**config.mk**
```make
export PLATFORM = sky130hd
export DESIGN_NAME = ifetch_unit
export DESIGN_NICKNAME = d
export VERILOG_FILES = /design/src/rtl/riscv_pkg.sv /design/src/rtl/ifetch_fifo.sv /design/src/rtl/ifetch_unit.sv
export SDC_FILE = /design/constraint.sdc
export NUM_CORES = 1
export LEC_CHECK = 0
export CORE_AREA = 5 5 155 157
export CTS_CLUSTER_DIAMETER = 60
export DETAILED_ROUTE_END_ITERATION = 7
export DIE_AREA = 0 0 160 162
export PLACE_DENSITY = 0.95
export SYNTH_ARGS = -nofsm -noshare
export SYNTH_HDL_FRONTEND = slang
export SYNTH_SLANG_ARGS = --single-unit
export TNS_END_PERCENT = 100
```
**constraint.sdc**
```tcl
create_clock -name clk -period 16.35 [get_ports clk]
set_input_delay 3.27 -clock clk [delete_from_list [all_inputs] [get_ports clk]]
set_output_delay 3.27 -clock clk [all_outputs]
set_load 0.01 [all_outputs]
```
**src/rtl/riscv_pkg.sv**
```systemverilog
// Shared MiniRiscV constants used by the fetch stage.
package riscv_pkg;
    localparam int          XLEN_DEFAULT = 32;
    localparam logic [31:0] INST_NOP     = 32'h0000_0013;
    localparam int          PC_STEP      = 4;
endpackage

```
**src/rtl/ifetch_fifo.sv**
```systemverilog
// Fetch queue: circular buffer of {inst, pc} entries with wrap-bit pointers.
module ifetch_fifo #(
    parameter int DEPTH = 4,
    parameter int W     = 64
) (
    input  logic                     clk,
    input  logic                     rst,
    input  logic                     push,
    input  logic                     pop,
    input  logic                     flush,
    input  logic [W-1:0]             wdata,
    output logic [W-1:0]             rdata,
    output logic                     full,
    output logic                     empty,
    output logic [$clog2(DEPTH):0]   count
);
    localparam int AW = $clog2(DEPTH);

    logic [AW:0]  wr_ptr, rd_ptr;
    logic [W-1:0] mem [DEPTH];
    logic         do_pop, do_push;

    assign count   = wr_ptr - rd_ptr;
    assign empty   = (wr_ptr == rd_ptr);
    assign full    = (count == (AW+1)'(DEPTH));
    assign do_pop  = pop & ~empty;
    // A push into a full queue is fine when the head leaves in the same cycle.
    assign do_push = push & (~full | do_pop);
    assign rdata   = mem[rd_ptr[AW-1:0]];

    always_ff @(posedge clk) begin
        if (!rst || flush) begin
            wr_ptr <= '0;
            rd_ptr <= '0;
        end else begin
            if (do_push) wr_ptr <= wr_ptr + 1'b1;
            if (do_pop)  rd_ptr <= rd_ptr + 1'b1;
        end
    end

    always_ff @(posedge clk) begin
        if (do_push) mem[wr_ptr[AW-1:0]] <= wdata;
    end
endmodule

```
**src/rtl/ifetch_unit.sv**
```systemverilog
// MiniRiscV instruction fetch: PC, credit-limited ROM issue, fetch queue, redirect flush.
// Define IFETCH_PERF_EN to add pop/redirect performance counters.
module ifetch_unit import riscv_pkg::*; #(
    parameter int              XLEN     = XLEN_DEFAULT,
    parameter int              ADDR_W   = 14,
    parameter int              FQ_DEPTH = 4,
    parameter logic [XLEN-1:0] RESET_PC = '0
) (
    input  logic              clk,
    input  logic              rst,
    input  logic              redirect_valid,
    input  logic [XLEN-1:0]   redirect_pc,
    output logic              imem_req,
    output logic [ADDR_W-1:0] imem_addr,
    input  logic [31:0]       imem_rdata,
    output logic              if_valid,
    input  logic              if_ready,
    output logic [31:0]       if_inst,
    output logic [XLEN-1:0]   if_pc,
    output logic [XLEN-1:0]   if_pc_plus4
`ifdef IFETCH_PERF_EN
    ,
    output logic [31:0]       perf_fetch_cnt,
    output logic [31:0]       perf_flush_cnt
`endif
);
    localparam int CW = $clog2(FQ_DEPTH) + 1;

    logic [XLEN-1:0] pc_q, resp_pc_q;
    logic            resp_vld_q, resp_epoch_q, epoch_q;
    logic [CW-1:0]   count;
    logic [CW:0]     used;
    logic            full, empty, push, pop, credit;
    logic [31:0]     head_inst;
    logic [XLEN-1:0] head_pc;
    logic            unused;

    assign unused = ^redirect_pc[1:0];

    // Credit counts the outstanding read too, so a response always has a slot.
    assign used     = {1'b0, count} + {{CW{1'b0}}, resp_vld_q};
    assign credit   = ~full & (used < (CW+1)'(FQ_DEPTH));
    assign imem_req = rst & ~redirect_valid & credit;
    assign imem_addr = pc_q[ADDR_W+1:2];

    always_ff @(posedge clk) begin
        if (!rst) begin
            pc_q         <= RESET_PC;
            epoch_q      <= 1'b0;
            resp_vld_q   <= 1'b0;
            resp_pc_q    <= '0;
            resp_epoch_q <= 1'b0;
        end else begin
            if (redirect_valid) begin
                pc_q    <= {redirect_pc[XLEN-1:2], 2'b00};
                epoch_q <= ~epoch_q;
            end else if (imem_req) begin
                pc_q    <= pc_q + XLEN'(PC_STEP);
            end
            resp_vld_q   <= imem_req;
            resp_pc_q    <= pc_q;
            resp_epoch_q <= epoch_q;
        end
    end

    // Responses from an older epoch, or arriving during a redirect, are stale.
    assign push = resp_vld_q & (resp_epoch_q == epoch_q) & ~redirect_valid;
    assign pop  = if_valid & if_ready;

    ifetch_fifo #(.DEPTH(FQ_DEPTH), .W(32 + XLEN)) u_fifo (
        .clk   (clk),
        .rst   (rst),
        .push  (push),
        .pop   (pop),
        .flush (redirect_valid),
        .wdata ({imem_rdata, resp_pc_q}),
        .rdata ({head_inst, head_pc}),
        .full  (full),
        .empty (empty),
        .count (count)
    );

    assign if_valid    = rst & ~empty & ~redirect_valid;
    assign if_inst     = if_valid ? head_inst : INST_NOP;
    assign if_pc       = head_pc;
    assign if_pc_plus4 = head_pc + XLEN'(PC_STEP);

`ifdef IFETCH_PERF_EN
    always_ff @(posedge clk) begin
        if (!rst) begin
            perf_fetch_cnt <= '0;
            perf_flush_cnt <= '0;
        end else begin
            if (pop)            perf_fetch_cnt <= perf_fetch_cnt + 32'd1;
            if (redirect_valid) perf_flush_cnt <= perf_flush_cnt + 32'd1;
        end
    end
`endif
endmodule

```
==> results.md <==
- The number of core rows is 55.
- Yosys mapped a number of flops with a built-in enable equal to 248.
- The met2 routing resource usage after global routing is 0.401.
- The number of fill cells in the layout is 1,304.
- Entering global routing, the biggest net connects 47 pins.
- In this design, the stage delay of the slowest critical-path cell is 570 ps.
- The number of global-route vias before repair came to ~8k.
- During placement, the flow inserted port buffers numbering between 150 and 200.
- TritonCTS built the clock tree.
- In this run the critical register-to-register path is launched from u_fifo.wr_ptr[0]$_SDFFE_PN0P_.
- The post-synthesis instance area is between 10,000 and 15,000 um^2.
- The top fanout value on the critical path is 32.
- The portion of the post-synthesis area used by sequential elements is 0.680.
- Leaving out fill and tap cells, the most frequent cells in the layout are 248 x sky130_fd_sc_hd__edfxtp_1, 173 x sky130_fd_sc_hd__clkdlybuf4s50_1, 69 x sky130_fd_sc_hd__dfxtp_1, 62 x sky130_fd_sc_hd__mux4_2, 39 x sky130_fd_sc_hd__nand2_1.
- The cell count of the worst reg-to-reg path is 7.
- Measured against its own limit, the worst slew margin works out to 0.287.
- The first routing iteration left 739 violations.
- The share of layout cells above drive strength 1 is 0.146.
- The core area is 22,400 um^2.
- The most critical setup path has its startpoint at rst.
- Setup repair after global routing left no endpoint under its margin.
- Counting every instance in the synthesized netlist gives between 800 and 900.
- In this run, placement finished with an instance count of roughly 1.2k.
- The average footprint of a synthesized cell is 15.9 um^2.
- The total via count after detailed routing is about 7.8k.
- Summed over all layers, the global routing overflow is 0.
- The overall die width is 160 um.
- The portion of total power attributed to sequential cells is 0.529.
- In the synthesized netlist the dominant register cell turns out to be sky130_fd_sc_hd__edfxtp_1.
- In the finished design, the share of the clock period the worst path needs comes to 0.552.
- The reported leakage power is between 5 and 6 nW.
- Of the total power, the clock network draws 0.427.
- At the pin with the least slew margin, the transition time is between 1000 and 1500 ps.
- The design draws roughly 1.7 mW.
- Summed over all failing endpoints, the final setup total negative slack is 0 ps.
- Setup slack on the critical path of the routed design comes to 7320 ps.
- The setup slack of the most critical reg-to-reg path is 12,830 ps.
- Data on the critical path arrives at its endpoint at 5760 ps.
- No sink is reached through more buffers than the 3 on the longest clock path.
- The maximum operating frequency is roughly 110 MHz.
- The die footprint is 25,900 um^2.
- For this run, design rule violations remaining after detail routing come to 0.
- The number of antenna violations at the first check in global routing was 1.
- At the later pin of the worst-skew pair, clock insertion delay measures roughly 550 ps.
- The count of nets after finishing is about 1.1k.
- The worst setup path is of the in -> out kind.
- Relative to the synthesized area, the layout overhead comes to 22.5%.
- Across the routed clock network, the largest skew measured is 20.7 ps.
- The worst setup path is launched from a primary input.
- The switching power of the nets is 0.343 mW.
- The final cell count without fillers is 1,292.
- Dividing the detail-routed via count by the number of cells gives 6.03.
- The post-placement setup slack is approximately 7300 ps.
- After legalization and detailed placement, the total HPWL measured 18,700 um.
- The total of warnings raised by yosys is 0.
- The number of setup buffers added after CTS is 0.
- The overall fraction of global-route tracks in use is 0.226.
- The CTS root buffer is sky130_fd_sc_hd__clkbuf_16.
- Walking the worst path, the cells encountered are clkdlybuf4s50_1 -> buf_4 -> or2b_1 -> or3_1 -> buf_4 -> inv_6 -> clkdlybuf4s50_1.
- The number of iterations in the first detailed-routing pass is 5.
- On the critical path, the stage with the largest delay is an instance of sky130_fd_sc_hd__clkdlybuf4s50_1.
- Summing all flip-flop and latch instances after layout gives 8870 um^2.
- The commonest non-fill, non-tap cell in the layout is sky130_fd_sc_hd__edfxtp_1.
- 0 antenna diodes ended up in the layout.
- For this run, global-route usage on met3 was measured as 0.0340.
- The number of max-cap violations is 0.
- In this run the critical register-to-register path is captured at u_fifo.mem[0][28]$_DFFE_PP_.
- For the worst setup path, the data required time is between 10,000 and 15,000 ps.
- At the end of routability-driven placement, the weighted congestion stood at 0.844.
- In this run the remaining antenna-violating nets after routing total 0.
- The internal portion of total power is 1.35 mW.
- The max-slew violation total from the final report is 0.
- The switching fraction of total power is 0.203.
- The multi-input combinational cells in the finished layout cover a total of ~3800 um^2.
- The starting utilization of the core area is 0.583.
- The first global-routing pass estimated between 40,000 and 50,000 um of wire.
- Buffers inserted to repair hold after CTS numbered 0.
- The fraction of registers with async set or reset after synthesis is 0.
- The endpoint type of the worst setup path is an output port.
- The final hold violation count is 0.
- The count of final setup violators is 0.
- The total I/O pin count is 180.
- The smallest clock period supported by the final layout is computed as 9030 ps.
- CTS saw 319 sinks.
- The distinct cell type count of the synthesized netlist is 63.
- In this run the power density over the cells is 106 nW/um^2.
- In this run the worst setup path terminates at imem_req.
- The min-delay analysis places its worst path in the category reg -> reg.
- In this run the number of H-tree levels came out at 1.
- The most crowded layer after global routing is met2.
- The met1 routing resource usage after global routing is 0.297.
- Synthesis inferred 319 register bits.
- The routed wirelength normalized by instance count is 23.1 um.
- In this run, CTS created clock tree buffers numbering 30.
- At the end of the flow the core is filled with cells to 0.714.
- The total wirelength of the detailed-routed design is roughly 30,000 um.
- The share of total power dissipated in combinational logic is 0.044.
- The vertical die dimension is 162 um.
- The number of gates resized after cts is 0.
- The flow ran to the end, and the final reports show no timing, DRC or antenna violations.
- Across the VDD grid, the largest voltage drop is 83.2 uV.
- The post-CTS clock slew at the launch and capture registers of the worst setup and hold paths is around 60 ps.
==> registers in the layout, summed over array words and instances (netlist names), named ones only <==
name / count
u_fifo.mem: 248
resp_epoch_q: 1
pc_q: 30
epoch_q: 1
u_fifo.rd_ptr: 3
resp_pc_q: 30
resp_vld_q: 1
u_fifo.wr_ptr: 3
==> through the flow <==
stage / instance area (um^2) / hold WS, ps
floorplan: 13000 / 438
global placement: 14900 / 445
detailed placement: 14900 / 464
CTS: 16000 / 485
global route: 16000 / 501
finish: 16000 / 486
==> synthesized netlist by cell type, types with 12 or more instances <==
master,instances,area share
sky130_fd_sc_hd__nand4_1,18,0.0086
sky130_fd_sc_hd__xnor2_1,29,0.019
sky130_fd_sc_hd__buf_4,20,0.012
sky130_fd_sc_hd__o21ai_0,13,0.0050
sky130_fd_sc_hd__nand2_1,39,0.011
sky130_fd_sc_hd__a21oi_1,25,0.0096
sky130_fd_sc_hd__mux4_2,62,0.11
sky130_fd_sc_hd__and2_1,35,0.017
sky130_fd_sc_hd__edfxtp_1,248,0.57
sky130_fd_sc_hd__nand3_1,23,0.0088
sky130_fd_sc_hd__a31oi_1,12,0.0058
sky130_fd_sc_hd__nor2_1,35,0.010
sky130_fd_sc_hd__dfxtp_1,71,0.11
sky130_fd_sc_hd__inv_1,23,0.0066
sky130_fd_sc_hd__nor2b_1,30,0.014
sky130_fd_sc_hd__clkbuf_1,19,0.0055
==> cell type report <==
class	count	share of cell area
Timing Repair Buffer	186	0.115
Clock buffer	37	0.0500
Multi-Input combinational cell	422	0.236
Sequential cell	319	0.556
Clock inverter	19	0.0151
Tap cell	285	0.0223
Inverter	24	0.00595
==> how the worst min path moves through the flow <==
stage / startpoint / endpoint / slack, ps / depth (start not counted)
2_1_floorplan: resp_pc_q[10]$_SDFF_PN0_ / u_fifo.mem[0][10]$_DFFE_PP_ / 440 / 0
3_5_place_dp: resp_pc_q[18]$_SDFF_PN0_ / u_fifo.mem[1][18]$_DFFE_PP_ / 460 / 0
6_report: resp_pc_q[22]$_SDFF_PN0_ / u_fifo.mem[2][22]$_DFFE_PP_ / 490 / 0
5_1_grt: resp_pc_q[26]$_SDFF_PN0_ / u_fifo.mem[3][26]$_DFFE_PP_ / 500 / 0
3_3_place_gp: resp_pc_q[26]$_SDFF_PN0_ / u_fifo.mem[2][26]$_DFFE_PP_ / 450 / 0
4_1_cts: resp_pc_q[8]$_SDFF_PN0_ / u_fifo.mem[2][8]$_DFFE_PP_ / 480 / 0
==> worst max-delay path: cells and delay by family <==
family | cells | cell delay, ps
simple gates | 2 | 750
buf+inv | 5 | 1720
==> cells by family after synthesis <==
kind of cell	after synthesis	share of synthesized area
DFF	319	0.680
xor gates and xnor gates	39	0.0274
and+or+nand+nor	218	0.0940
AOI/OAI and AO/OA	86	0.0438
buffers and inverters	80	0.0344
other	1	0.000288
muxes	65	0.110
adders and majority gates	10	0.0102
==> layer usage <==
layer / wire (um) / up-vias
li1: - / 3457
met1: 11400 / 3883
met2: 15600 / 401
met3: 2190 / 48
met4: 584 / 0
met5: 0 / -
==> power groups by stage <==
stage	combinational (mW)	sequential [mW]	clock, mW
5_1_grt	0.0798	0.897	0.771
2_1_floorplan	0.0380	0.909	0
3_5_place_dp	0.0740	0.913	0
3_3_place_gp	0.0720	0.911	0
6_report	0.0750	0.896	0.723
4_1_cts	0.0750	0.895	0.730
(Power assumes the default switching activity.)
